### src/rtl/speaker_pkg.sv
// Shared types and constant tables for the speaker scheduler:
// FSM states, jingle identifiers, note frequencies and jingle note ROMs.
package speaker_pkg;

  typedef enum logic [1:0] {S_IDLE, S_LAMP_TONE, S_J_NOTE, S_J_GAP} state_t;

  // Numeric value doubles as priority and as the pending-bit index.
  typedef enum logic [1:0] {J_HS = 2'd0, J_WIN = 2'd1, J_LOSE = 2'd2} jingle_t;

  localparam int unsigned NOTE_HZ [8] = '{209, 252, 310, 415, 523, 659, 784, 110};

  localparam logic [2:0] WIN_ROM  [8] = '{3'd4, 3'd5, 3'd6, 3'd6, 3'd0, 3'd0, 3'd0, 3'd0};
  localparam logic [2:0] HS_ROM   [8] = '{3'd4, 3'd5, 3'd6, 3'd4, 3'd5, 3'd6, 3'd0, 3'd0};
  localparam logic [2:0] LOSE_ROM [8] = '{3'd7, 3'd7, 3'd7, 3'd0, 3'd0, 3'd0, 3'd0, 3'd0};

  function automatic logic [3:0] jingle_len(jingle_t j);
    case (j)
      J_WIN:   return 4'd4;
      J_HS:    return 4'd6;
      J_LOSE:  return 4'd3;
      default: return 4'd0;
    endcase
  endfunction

  function automatic logic [2:0] jingle_note(jingle_t j, logic [2:0] idx);
    case (j)
      J_WIN:   return WIN_ROM[idx];
      J_HS:    return HS_ROM[idx];
      J_LOSE:  return LOSE_ROM[idx];
      default: return 3'd0;
    endcase
  endfunction

  function automatic int unsigned half_period(int unsigned clk_hz, logic [2:0] n);
    return clk_hz / (2 * NOTE_HZ[n]);
  endfunction

  function automatic int unsigned max_half(int unsigned clk_hz);
    int unsigned m = 0;
    for (int i = 0; i < 8; i++)
      if (half_period(clk_hz, 3'(i)) > m) m = half_period(clk_hz, 3'(i));
    return m;
  endfunction

  function automatic int unsigned max_u(int unsigned a, int unsigned b);
    return (a > b) ? a : b;
  endfunction

endpackage

### src/rtl/tone_gen.sv
// Square-wave generator: a loadable half-period counter driving a toggle flop.
// restart clears the counter and forces the output low; first toggle follows HALF cycles later.
module tone_gen #(
  parameter int W = 8
) (
  input  logic         CLK,
  input  logic         RST,
  input  logic         restart,
  input  logic [W-1:0] half,
  output logic         spkr
);

  logic [W-1:0] cnt;

  // NOTE: sequential state uses non-blocking assignments so every flop samples pre-edge values.
  always_ff @(posedge CLK) begin
    if (RST || restart) begin
      cnt  <= '0;
      spkr <= 1'b0;
    end else if (cnt == half - W'(1)) begin
      cnt  <= '0;
      spkr <= ~spkr;
    end else begin
      cnt <= cnt + W'(1);
    end
  end

endmodule

### src/rtl/speaker_sched.sv
// Speaker owner arbitration: lamp tone vs. WIN/LOSE/HS jingles, with edge-triggered
// requests, a pending queue resolved by priority, and preemption by higher jingles.
module speaker_sched
  import speaker_pkg::*;
#(
  parameter int unsigned CLK_FREQ_HZ = 50_000_000,
  parameter int unsigned NOTE_MS     = 150,
  parameter int unsigned GAP_MS      = 30
) (
  input  logic       CLK,
  input  logic       RST,
  input  logic [1:0] LAMP,
  input  logic       LAMP_ENA,
  input  logic       WIN,
  input  logic       LOSE,
  input  logic       HS,
  output logic       SPKR,
  output logic       BUSY
);

  localparam int unsigned NOTE_CYC = CLK_FREQ_HZ / 1000 * NOTE_MS;
  localparam int unsigned GAP_CYC  = CLK_FREQ_HZ / 1000 * GAP_MS;
  localparam int unsigned CNT_MAX  = max_u(max_u(NOTE_CYC, GAP_CYC), max_half(CLK_FREQ_HZ));
  localparam int          CW       = $clog2(CNT_MAX + 1);

  localparam int unsigned HALF_TAB [8] = '{
    half_period(CLK_FREQ_HZ, 3'd0), half_period(CLK_FREQ_HZ, 3'd1),
    half_period(CLK_FREQ_HZ, 3'd2), half_period(CLK_FREQ_HZ, 3'd3),
    half_period(CLK_FREQ_HZ, 3'd4), half_period(CLK_FREQ_HZ, 3'd5),
    half_period(CLK_FREQ_HZ, 3'd6), half_period(CLK_FREQ_HZ, 3'd7)};

  state_t        state;
  jingle_t       cur;
  logic [3:0]    idx;
  logic [CW-1:0] dur_cnt;
  logic [2:0]    pending;
  logic          win_q, lose_q, hs_q;
  logic [1:0]    lamp_q;

  logic [2:0]    edges, cur_mask, clr_mask;
  logic          in_jingle, has_pend, preempt, start, note_done, gap_done, lamp_chg, restart;
  jingle_t       top_j;
  logic [3:0]    idx_next;
  logic [2:0]    tone_note;
  logic [CW-1:0] half;

  assign edges     = {LOSE & ~lose_q, WIN & ~win_q, HS & ~hs_q};
  assign in_jingle = (state == S_J_NOTE) || (state == S_J_GAP);
  // The playing jingle masks its own edges, so it neither retriggers nor queues itself.
  assign cur_mask  = in_jingle ? (3'b001 << cur) : 3'b000;
  assign has_pend  = |pending;
  assign top_j     = pending[2] ? J_LOSE : (pending[1] ? J_WIN : J_HS);
  assign preempt   = in_jingle && has_pend && (top_j > cur);
  assign start     = ((state == S_IDLE) && has_pend) || preempt;
  assign clr_mask  = start ? (3'b001 << top_j) : 3'b000;
  assign note_done = dur_cnt == CW'(NOTE_CYC - 1);
  assign gap_done  = dur_cnt == CW'(GAP_CYC - 1);
  assign lamp_chg  = LAMP != lamp_q;
  assign idx_next  = idx + 4'd1;

  assign tone_note = (state == S_LAMP_TONE) ? LAMP : jingle_note(cur, idx[2:0]);
  assign half      = CW'(HALF_TAB[tone_note]);

  // Held in restart whenever silent, so any entry into a tone state starts from SPKR=0.
  assign restart = ((state != S_LAMP_TONE) && (state != S_J_NOTE))
                || ((state == S_LAMP_TONE) && (lamp_chg || !LAMP_ENA || has_pend))
                || ((state == S_J_NOTE) && note_done)
                || preempt;

  assign BUSY = in_jingle || has_pend;

  tone_gen #(.W(CW)) u_tone (
    .CLK     (CLK),
    .RST     (RST),
    .restart (restart),
    .half    (half),
    .spkr    (SPKR)
  );

  always_ff @(posedge CLK) begin
    if (RST) begin
      state   <= S_IDLE;
      cur     <= J_HS;
      idx     <= '0;
      dur_cnt <= '0;
      pending <= '0;
      // Prev regs start high so a level already asserted at release is not an edge.
      win_q   <= 1'b1;
      lose_q  <= 1'b1;
      hs_q    <= 1'b1;
      lamp_q  <= '0;
    end else begin
      {lose_q, win_q, hs_q} <= {LOSE, WIN, HS};
      lamp_q  <= LAMP;
      pending <= (pending & ~clr_mask) | (edges & ~cur_mask);
      if (start) begin
        state   <= S_J_NOTE;
        cur     <= top_j;
        idx     <= '0;
        dur_cnt <= '0;
      end else begin
        case (state)
          S_IDLE:      if (LAMP_ENA) state <= S_LAMP_TONE;
          S_LAMP_TONE: if (!LAMP_ENA || has_pend) state <= S_IDLE;
          S_J_NOTE: begin
            if (note_done) begin
              state   <= S_J_GAP;
              dur_cnt <= '0;
            end else begin
              dur_cnt <= dur_cnt + CW'(1);
            end
          end
          S_J_GAP: begin
            if (gap_done) begin
              dur_cnt <= '0;
              idx     <= idx_next;
              state   <= (idx_next == jingle_len(cur)) ? S_IDLE : S_J_NOTE;
            end else begin
              dur_cnt <= dur_cnt + CW'(1);
            end
          end
          default: state <= S_IDLE;
        endcase
      end
    end
  end

endmodule
### config.mk
export PLATFORM = sky130hd
export DESIGN_NAME = speaker_sched
export DESIGN_NICKNAME = d
export VERILOG_FILES = /design/src/rtl/speaker_pkg.sv /design/src/rtl/tone_gen.sv /design/src/rtl/speaker_sched.sv
export SDC_FILE = /design/constraint.sdc
export NUM_CORES = 1
export LEC_CHECK = 0
export CAP_MARGIN = 25
export CORE_ASPECT_RATIO = 1.5
export CORE_MARGIN = 2
export CORE_UTILIZATION = 55
export CTS_CLUSTER_DIAMETER = 40
export CTS_CLUSTER_SIZE = 20
export DETAILED_ROUTE_END_ITERATION = 7
export GPL_TIMING_DRIVEN = 0
export PLACE_DENSITY = 0.83
export RECOVER_POWER = 25
export REMOVE_ABC_BUFFERS = 1
export SLEW_MARGIN = 40
export SYNTH_ARGS = -nofsm -noshare
export SYNTH_HDL_FRONTEND = slang
export SYNTH_SLANG_ARGS = --single-unit
### constraint.sdc
create_clock -name CLK -period 6.4 [get_ports CLK]
set_clock_uncertainty 0.15 [all_clocks]
set_input_delay 1.92 -clock CLK [delete_from_list [all_inputs] [get_ports CLK]]
set_output_delay 1.92 -clock CLK [all_outputs]
set_load 0.1 [all_outputs]
==> impl_results.md, run 1 <==
* Slew Limit Fails at 0
* Via count at 3784
* First-pass iteration count of the detailed router at 5
* Fin cells at 613
* CTS tree: yes
* Cell Rows at 39
* Final setup violation count at 0
* Starting Density at 55.66%
* Max VDD drop at 218.8 uV
* CTS Buf Count at 9
* Crit. End Element: flip-flop
* Final min period at 6.157 ns
* First-pass GRT wire length at 17100 um
* GRT met2 Usage at 43.57%
* Synth cell types at 70
* CTS Buffer Depth at 2
* Initial antenna violation count at 0
* Avg Cell Area, Syn at 8.332 um2
* Final hold vios at 0
* # clock sinks at 63
* Vias per cell at 6.173
* Number of flops mapped to enable cells by yosys at 0
* Clk root buf: clkbuf_16
* Pwr Total at 0.001106 W
* CP arrival at 6.20 ns
* Die Area at 8333 um2
* Dpl hpwl at 7259 um
* Peak Freq at 162.4 MHz
* Chip width at 75.21 um
* Post-synthesis cell count at 502
* M1 GR Usage at 28.26%
* RSZ-0062 raised after global routing: false
* Die span in y at 110.8 um
* Fillers at 649
* Tcrit/Tclk final at 96.20%
* Port bufs at 9
* Layout cell share with drive strength beyond 1 at 11.55%
* Slew HR at 44.14%
* Kind of critical path: input pin to flip-flop
* CP max FO at 12
* Initial DRC Count at 327
* Crit path launch type: input pin
* Post-DRT Antenna Nets at 0
* Placed standard-cell area at 4289 um2
* Core Area at 7515 um2
* Max-Cap Viols at 0
* Pleak at 1.660 nW
* Least-Margin Pin Slew at 0.8167 ns
* FF+latch count, synth at 63
* GRT Overall Usage at 25.72%
* Area grow syn2layout at 10.95%
* Asr flop ratio synth at 0%
* Final Cell Area at 4641 um2
* Worst EP required at 6.44 ns
* P per Cell Area at 238.3 nW/um2
* YS warnings at 0
* Hold_buf cts at 0
* Grt ovf at 0
* Vias in the first global route at 3842
* IO Count at 10
* Post-synthesis sequential area ratio at 30.15%
* DP Cell Count at 596
* Antenna Cells at 0
* Routed WL at 10100 um
* Worst skew pair latency at 0.33 ns
* Largest net degree at the start of global routing at 26
* GR peak layer: met2
* Ys flop type: dfxtp_1
* Clk pin slew, worst setup/hold paths at 0.06 ns
* M3 GR Usage at 4.909%
* Final net count at 532
* DRC at 0
* R2r setup slk at 1.26 ns
* H-tree depth at 3
* Syn Std Cell Area at 4183 um2
* Hold Path Class: flip-flop to flip-flop
* Routability congestion estimate from global placement at 0.9120
* Status: finished, final reports clean
* Routed len/inst at 16.48 um
[final timing paths]
kind              depth (start not counted)                  start                         to
setup / recovery                         16                LAMP[0]  u_tone.cnt[14]$_SDFF_PP0_
hold / removal                            2  pending[0]$_SDFF_PP0_      pending[0]$_SDFF_PP0_
setup reg to reg                         17    idx[2]$_SDFFE_PP0P_  u_tone.cnt[14]$_SDFF_PP0_
hold reg to reg                           2  pending[0]$_SDFF_PP0_      pending[0]$_SDFF_PP0_
[synth_stat cells, types with 5 or more instances]
master,instances,area (um2)
a211o_1,5,43.79
a211oi_1,8,60.06
a21oi_1,15,75.07
and3_1,9,56.30
clkbuf_1,8,30.03
dfxtp_1,63,1261
ha_1,18,225.2
inv_1,23,86.33
nand2_1,33,123.9
nand2b_1,5,31.28
nand3_1,22,110.1
nand4_1,21,131.4
nor2_1,55,206.5
nor2b_1,7,43.79
nor3_1,24,120.1
nor3_2,12,120.1
nor4_1,6,37.54
o21ai_0,14,70.07
o31ai_1,5,37.54
or2_2,5,31.28
xnor2_1,24,210.2
xor2_1,34,297.8
[flip-flops by register name, indices dropped and copies added, names as in the netlist]
signal / cells
dur_cnt: 23
lamp_q: 2
lose_q: 1
u_tone.spkr: 1
u_tone.cnt: 23
hs_q: 1
state: 2
cur: 2
win_q: 1
pending: 3
idx: 4
[per-layer routing]
layer  part of all wire (%)  vias up
met3                    3.7       55
li1                       -     1826
met2                     51      121
met5                      0        -
met4                    5.8        0
met1                     39     1782
[timing repair]
item	CTS	global route
pin swaps	1	0
setup buffers	1	0
endpoints found under the setup margin	16	22
resized for setup	0	4
[per-stage QoR]
stage                     setup slack (ns)  TNS, ns  hold slack (ns)  util (%)
after global placement             -0.7282   -15.92           0.3097     56.99
after global routing               0.06005        0           0.3450     61.75
final                               0.2431        0           0.3416     61.75
after detailed placement           -0.4153   -7.050           0.3269     57.08
after CTS                          0.07499        0           0.3393     61.59
after floorplan                     0.5764        0           0.2918         -
[cell families after synthesis]
logic type,share of synthesized area [%]
buf+inv,4.876
compound gates,14.63
flops,30.15
fa+ha+maj,5.384
xor+xnor,12.14
mux,2.124
simple gates,30.69
[final cells by class]
cell class	count	area (um2)	area share, %
multi-input cells	397	2728	58.78
clock buffers	10	239.0	5.150
repair buffers	12	102.6	2.211
flip-flops and latches	63	1261	27.18
well taps	102	127.6	2.750
inverters	23	90.09	1.941
clock inverters	6	92.59	1.995
[worst max-delay path: stages]
cell and delay (ns):
clkdlybuf4s50_1 0.52, and3b_1 0.18, a31oi_1 0.09, nand2_2 0.28, clkinvlp_4 0.26, ha_1 0.34, mux2i_1 0.17, ha_1 0.23
and3b_1 0.22, nand3_1 0.13, a2111oi_2 0.42, a211oi_1 0.14, or4_4 0.57, nor4_4 0.38, buf_4 0.27, nor3_1 0.07
[cells in the final DEF (no fill, tap or decap), types with 6 or more instances in the layout]
| master | count |
|---|---|
| a211oi_1 | 8 |
| a21oi_1 | 15 |
| and3_1 | 9 |
| clkbuf_16 | 9 |
| dfxtp_1 | 63 |
| ha_1 | 18 |
| inv_1 | 22 |
| nand2_1 | 32 |
| nand3_1 | 22 |
| nand4_1 | 21 |
| nor2_1 | 55 |
| nor2b_1 | 7 |
| nor3_1 | 24 |
| nor3_2 | 12 |
| nor4_1 | 6 |
| o21ai_0 | 14 |
| xnor2_1 | 24 |
| xor2_1 | 34 |
[report_power, final]
part           switching, W  leakage (nW)  total [W]  internal (W)
Clock              0.000184         0.161   0.000538      0.000354
Combinational      0.000106         0.990   0.000157     0.0000513
Sequential        0.0000122         0.510   0.000411      0.000399
No activity file was read; power rests on OpenSTA's default activity.
==> inputs of run 2 (changes only) <==
--- a/config.mk
+++ b/config.mk
@@ -8,12 +8,12 @@
 export CAP_MARGIN = 25
 export CORE_ASPECT_RATIO = 1.5
 export CORE_MARGIN = 2
-export CORE_UTILIZATION = 55
+export CORE_UTILIZATION = 60
 export CTS_CLUSTER_DIAMETER = 40
 export CTS_CLUSTER_SIZE = 20
 export DETAILED_ROUTE_END_ITERATION = 7
 export GPL_TIMING_DRIVEN = 0
-export PLACE_DENSITY = 0.83
+export PLACE_DENSITY = 0.89
 export RECOVER_POWER = 25
 export REMOVE_ABC_BUFFERS = 1
 export SLEW_MARGIN = 40
==> run 2 against run 1 <==
Register-to-register slack gained 0.03 ns. Via count is 0.32% lower. Combinational power about the same. Critical endpoint is now u_tone.cnt[3]$_SDFF_PP0_.
==> impl_results.md, run 2 (same netlist as run 1, synthesis figures left out) <==
* Status: finished, final reports clean (unchanged)
* P per Cell Area at 212.5 nW/um2 (was 238.3 nW/um2)
* Initial antenna violation count at 0 (unchanged)
* Pleak at 1.619 nW (was 1.660 nW)
* Kind of critical path: input pin to flip-flop (unchanged)
* Peak Freq at 162.0 MHz (was 162.4 MHz)
* CP max FO at 12 (unchanged)
* Cell Rows at 37 (was 39)
* Tcrit/Tclk final at 96.43% (was 96.20%)
* # clock sinks at 63 (unchanged)
* Area grow syn2layout at 7.658% (was 10.95%)
* Final net count at 534 (was 532)
* Final setup violation count at 0 (unchanged)
* Routability congestion estimate from global placement at 0.9319 (was 0.9120)
* Cells along the critical path: clkdlybuf4s50_1 > and3b_1 > a31oi_1 > nand2_2 > inv_1 > ha_1 > mux2i_1 > ha_1 > nand3b_1 > nor3_2 > or4_4 > a21bo_1 > or4_4 > nor4_4 > buf_4 > buf_4 > nor3b_1 (was clkdlybuf4s50_1 > and3b_1 > a31oi_1 > nand2_2 > clkinvlp_4 > ha_1 > mux2i_1 > ha_1 > and3b_1 > nand3_1 > a2111oi_2 > a211oi_1 > or4_4 > nor4_4 > buf_4 > nor3_1)
* M1 GR Usage at 28.73% (was 28.26%)
* Most common cell after layout, fill and taps aside: dfxtp_1 (unchanged)
* CP max-delay cell: clkdlybuf4s50_1 (was or4_4)
* RSZ-0062 raised after global routing: false (unchanged)
* Max-Cap Viols at 0 (unchanged)
* Dpl hpwl at 7350 um (was 7259 um)
* Vias in the first global route at 3717 (was 3842)
* Clk root buf: clkbuf_8 (was clkbuf_16)
* First-pass GRT wire length at 16880 um (was 17100 um)
* Routed WL at 10330 um (was 10100 um)
* Die span in y at 106.3 um (was 110.8 um)
* H-tree depth at 3 (unchanged)
* Slew Limit Fails at 0 (unchanged)
* Hold_buf cts at 0 (unchanged)
* CTS Buf Count at 9 (unchanged)
* GRT met2 Usage at 50.46% (was 43.57%)
* Fin Hold WS at 0.3316 ns (was 0.3416 ns)
* Crit. path cell count at 17 (was 16)
* M3 GR Usage at 5.498% (was 4.909%)
* Final hold vios at 0 (unchanged)
* First-pass iteration count of the detailed router at 5 (unchanged)
* Crit path launch type: input pin (unchanged)
* Max VDD drop at 204.6 uV (was 218.8 uV)
* RR Startpoint: idx[0]$_SDFFE_PP0P_ (was idx[2]$_SDFFE_PP0P_)
* Crit path to: u_tone.cnt[3]$_SDFF_PP0_ (was u_tone.cnt[14]$_SDFF_PP0_)
* DRC at 0 (unchanged)
* Initial DRC Count at 363 (was 327)
* Util after Layout at 66.17% (was 61.75%)
* Worst r2r dst: u_tone.cnt[3]$_SDFF_PP0_ (was u_tone.cnt[14]$_SDFF_PP0_)
* CP top delay family: simple AND/OR/NAND/NOR gates (unchanged)
* Top flop regs: dur_cnt x23, u_tone.cnt x23, idx x4 (unchanged)
* Max incr delay on CP at 0.47 ns (was 0.57 ns)
* Die Area at 7669 um2 (was 8333 um2)
* Antenna Cells at 0 (unchanged)
* Post-DRT Antenna Nets at 0 (unchanged)
* GRT Overall Usage at 27.88% (was 25.72%)
* CP arrival at 6.23 ns (was 6.20 ns)
* WP buf/inv at 4 (was 3)
* Hold Path Class: flip-flop to flip-flop (unchanged)
* Vias per cell at 6.404 (was 6.173)
* Chip width at 72.17 um (was 75.21 um)
* Most frequent cells in the layout: dfxtp_1 (63), nor2_1 (55), xor2_1 (34) (unchanged)
* Worst Reg-to-Reg Cells at 18 (was 17)
* CTS tree: yes (unchanged)
* Via count at 3772 (was 3784)
* CP startpoint: LAMP[0] (unchanged)
* CTS Buffer Depth at 2 (unchanged)
* Slew HR at 46.58% (was 44.14%)
* Final min period at 6.171 ns (was 6.157 ns)
* Least-Margin Pin Slew at 0.7812 ns (was 0.8167 ns)
* Core Area at 6805 um2 (was 7515 um2)
* Starting Density at 61.46% (was 55.66%)
* Clk pin slew, worst setup/hold paths at 0.08 ns (was 0.06 ns)
* Grt ovf at 0 (unchanged)
* R2r setup slk at 1.29 ns (was 1.26 ns)
* Fin Setup TNS at 0 ns (unchanged)
* Port bufs at 9 (unchanged)
* Largest net degree at the start of global routing at 26 (unchanged)
* Crit. End Element: flip-flop (unchanged)
* Layout cell share with drive strength beyond 1 at 11.15% (was 11.55%)
* Worst EP required at 6.46 ns (was 6.44 ns)
* GR peak layer: met2 (unchanged)
* Routed len/inst at 17.54 um (was 16.48 um)
* Worst skew pair latency at 0.35 ns (was 0.33 ns)
* IO Count at 10 (unchanged)
run 2: layout make-up:
cell class | count | area (um2)
sequential | 63 | 1261
clock inverter | 3 | 67.56
timing repair buffer | 14 | 117.6
inverter | 23 | 86.33
fill | 524 | 2302
multi-input combinational | 397 | 2721
tap | 78 | 97.59
clock buffer | 11 | 151.4
run 2: worst min-delay path: stages, from the launching register on:
cell,delay (ns)
dfxtp_1,0.32
o31ai_1,0.06
a21oi_1,0.06
run 2: per-stage QoR:
| stage | instance area (um2) | power (W) | cells | setup WS [ns] |
|---|---|---|---|---|
| 2_1_floorplan | 4065 | 0.0005303 | 483 | 0.5764 |
| 3_3_place_gp | 4253 | 0.0005711 | 570 | -0.7256 |
| 3_5_place_dp | 4259 | 0.0005719 | 572 | -0.2440 |
| 4_1_cts | 4478 | 0.0009591 | 586 | 0.1142 |
| 5_1_grt | 4503 | 0.0009920 | 589 | 0.06350 |
| 6_report | 4503 | 0.0009571 | 589 | 0.2287 |
run 2: where the power goes:
group | internal, W | total (W) | switching [W]
clock network | 0.000236 | 0.000389 | 0.000153
logic | 0.0000516 | 0.000158 | 0.000106
registers | 0.000399 | 0.000411 | 0.0000120
run 2: worst min-delay path by stage:
stage	cells after the start	slack, ns	end	from
after detailed placement	2	0.32	pending[0]$_SDFF_PP0_	pending[0]$_SDFF_PP0_
after CTS	2	0.33	pending[0]$_SDFF_PP0_	pending[0]$_SDFF_PP0_
final	2	0.33	pending[0]$_SDFF_PP0_	pending[0]$_SDFF_PP0_
after global routing	2	0.35	pending[0]$_SDFF_PP0_	pending[0]$_SDFF_PP0_
after global placement	2	0.32	pending[0]$_SDFF_PP0_	pending[0]$_SDFF_PP0_
after floorplan	2	0.29	pending[0]$_SDFF_PP0_	pending[0]$_SDFF_PP0_
run 2: routing by layer:
layer | part of all wire [%] | vias up | wire length (um)
li1 | - | 1822 | -
met1 | 37 | 1759 | 3869
met2 | 53 | 148 | 5520
met3 | 4.2 | 43 | 434
met4 | 4.9 | 0 | 506
met5 | 0 | - | 0
run 2: repair_timing:
item,in CTS,in global routing
endpoints found under the setup margin,0,18
buffers inserted,0,3
resized for setup,0,1
==> inputs of run 3 (changes only) <==
--- a/config.mk
+++ b/config.mk
@@ -5,6 +5,7 @@
 export SDC_FILE = /design/constraint.sdc
 export NUM_CORES = 1
 export LEC_CHECK = 0
+export ABC_CLOCK_PERIOD_IN_PS = 6400
 export CAP_MARGIN = 25
 export CORE_ASPECT_RATIO = 1.5
 export CORE_MARGIN = 2
==> results of run 3 <==
Final layout, timing and power as in run 2 (identical DEF).
==> RTL change (flow settings as in run 1) <==
The 4 states of `state_t` get a one-hot encoding in 4 bits.
--- a/src/rtl/speaker_pkg.sv
+++ b/src/rtl/speaker_pkg.sv
@@ -2,7 +2,7 @@
 // FSM states, jingle identifiers, note frequencies and jingle note ROMs.
 package speaker_pkg;
 
-  typedef enum logic [1:0] {S_IDLE, S_LAMP_TONE, S_J_NOTE, S_J_GAP} state_t;
+  typedef enum logic [3:0] {S_IDLE = 4'b0001, S_LAMP_TONE = 4'b0010, S_J_NOTE = 4'b0100, S_J_GAP = 4'b1000} state_t;
 
   // Numeric value doubles as priority and as the pending-bit index.
   typedef enum logic [1:0] {J_HS = 2'd0, J_WIN = 2'd1, J_LOSE = 2'd2} jingle_t;
Check against the original RTL: same outputs for any inputs over 10 cycles, from zero or initial values and one cycle with RST high; not proved beyond that.
==> RTL change against run 1 <==
Total power is 8.2% lower. Synthesized area fell by 2.0%. Routed wire length fell by 11%. Synthesized cell count rose by 0.60%. Worst setup slack better by 0.32 ns. Non-clock buffer count shrank 2. First-iteration DRC count decreased by 16%. Sequential cell count up 2. Register-to-register slack worse by 0.07 ns. Sequential share of layout area rose by 2.3 points. Via count shrank 4.8%. Global-route usage shrank 2.1 points. Final area shrank 5.0%. Largest power group is now sequential cells. Highest routed layer unchanged.
==> RTL change: results (changes against run 1) <==
- Run status: finished, final reports clean (unchanged).
- The standard cell with the maximum stage delay on the critical path was sky130_fd_sc_hd__o21ai_4 (was sky130_fd_sc_hd__or4_4).
- The wire length the detailed router placed on met1 is 3820 µm (was 3970 µm).
- The arithmetic-cell share of the synthesized area counting full adders, half adders and majority gates is 0.0549 (was 0.0538).
- The share of synthesized area occupied by flip-flops and latches is 0.317 (was 0.302).
- Largest registers ranked by flip-flop count: dur_cnt: 23 flops, u_tone.cnt: 23 flops (was dur_cnt: 23 flops, u_tone.cnt: 23 flops, idx: 4 flops).
- The final critical-path required period is 5.84 ns (was 6.16 ns).
- The total global routing track utilization was 0.236 (was 0.257).
- The synthesized-area fraction occupied by xor and xnor cells is 0.128 (was 0.121).
- The static leakage is 1.51 nW (was 1.66 nW).
- The global placer's final weighted congestion is 0.898 (was 0.912).
- The clock tree cell share of total cell area is 0.0446 (was 0.0714).
- The largest fanout on the critical path came to 23 (was 12).
- The number of nets in the finished design came to 534 (was 532).
- The worst-case register-to-register setup slack is 1.19 ns (was 1.26 ns).
- The worst slack at placement is 0.242 ns (was -0.415 ns).
- The pin count of the biggest net entering global routing is 24 (was 26).
- The worst relative slew slack is 0.465 (was 0.441).
- The routed length on met3 is 351 µm (was 373 µm).
- Ranking of synthesized cells by instance count: sky130_fd_sc_hd__nor2_1, sky130_fd_sc_hd__dfxtp_1, sky130_fd_sc_hd__nand2_1, sky130_fd_sc_hd__xor2_1, sky130_fd_sc_hd__xnor2_1 (was sky130_fd_sc_hd__dfxtp_1, sky130_fd_sc_hd__nor2_1, sky130_fd_sc_hd__xor2_1, sky130_fd_sc_hd__nand2_1).
- The instance area at placement was 0.00421 mm² (was 0.00429 mm²).
- The number of global-route vias before repair is 3449 (was 3842).
- The number of buffers inserted to repair setup after CTS is 0 (was 1).
- The proportion of netlist area held by the largest area contributor came to 0.317 (was 0.302).
- The routing usage on met1 is 0.278 (was 0.283).
- The die outline area is 0.00818 mm² (was 0.00833 mm²).
- The initial DRC count is 274 (was 327).
- The number of sinks handled by clock tree synthesis was 65 (was 63).
- The number of distinct library cell variants in the gate-level netlist after synthesis was 72 (was 70).
- The met3 usage is 0.0458 (was 0.0491).
- The first-pass GRT wire length is 15200 µm (was 17100 µm).
- The count of inverters other than clock inverters in the layout is 22 (was 23).
- The multi-input logic cell count was 400 (was 397).
- The layout filler cell count is 624 (was 649).
- The area used by multi-input combinational logic came to 0.00262 mm² (was 0.00273 mm²).
- The clock network latency to the later pin of the worst-skew pair was 0.35 ns (was 0.33 ns).
- The met2 routed wirelength is 4590 µm (was 5160 µm).
- The share of layout cells above drive strength 1 is 0.0780 (was 0.115).
- The final-layout worst hold slack was 0.352 ns (was 0.342 ns).
- The fraction of area in registers was 0.295 (was 0.272).
- The routed via count divided by cell count is 5.88 (was 6.17).
- The maximum VDD drop is 0.000119 V (was 0.000219 V).
[RTL change: cell count changes in the layout (fill, tap and decap cells not counted), sizes merged, moves of 6 or more]
cell,change
nand4,-8
a21oi,+13
nor3,-22
nor2,+29
or3,+6
[RTL change: cell families (layout without fill, tap and decap cells)]
kind of cell / after synthesis / count (layout)
simple gates: 230 / 230
compound gates: 82 / 82
flops: 65 / 65
xor+xnor: 60 / 60
buf+inv: 40 / 48
fa+ha+maj: 18 / 18
mux: 10 / 10
[RTL change: final timing paths]
check,startpoint,end,cells past startpoint
max,LAMP[1],u_tone.cnt[8],16
min,u_tone.cnt[0],u_tone.cnt[0],1
max reg2reg,idx[0],u_tone.cnt[8],20
min reg2reg,u_tone.cnt[0],u_tone.cnt[0],1
[RTL change: power by group]
group	switching (mW)	total, mW	internal (mW)
Sequential	0.0279	0.445	0.417
Combinational	0.140	0.224	0.0844
Clock	0.165	0.346	0.181
Total	0.332	1.02	0.683
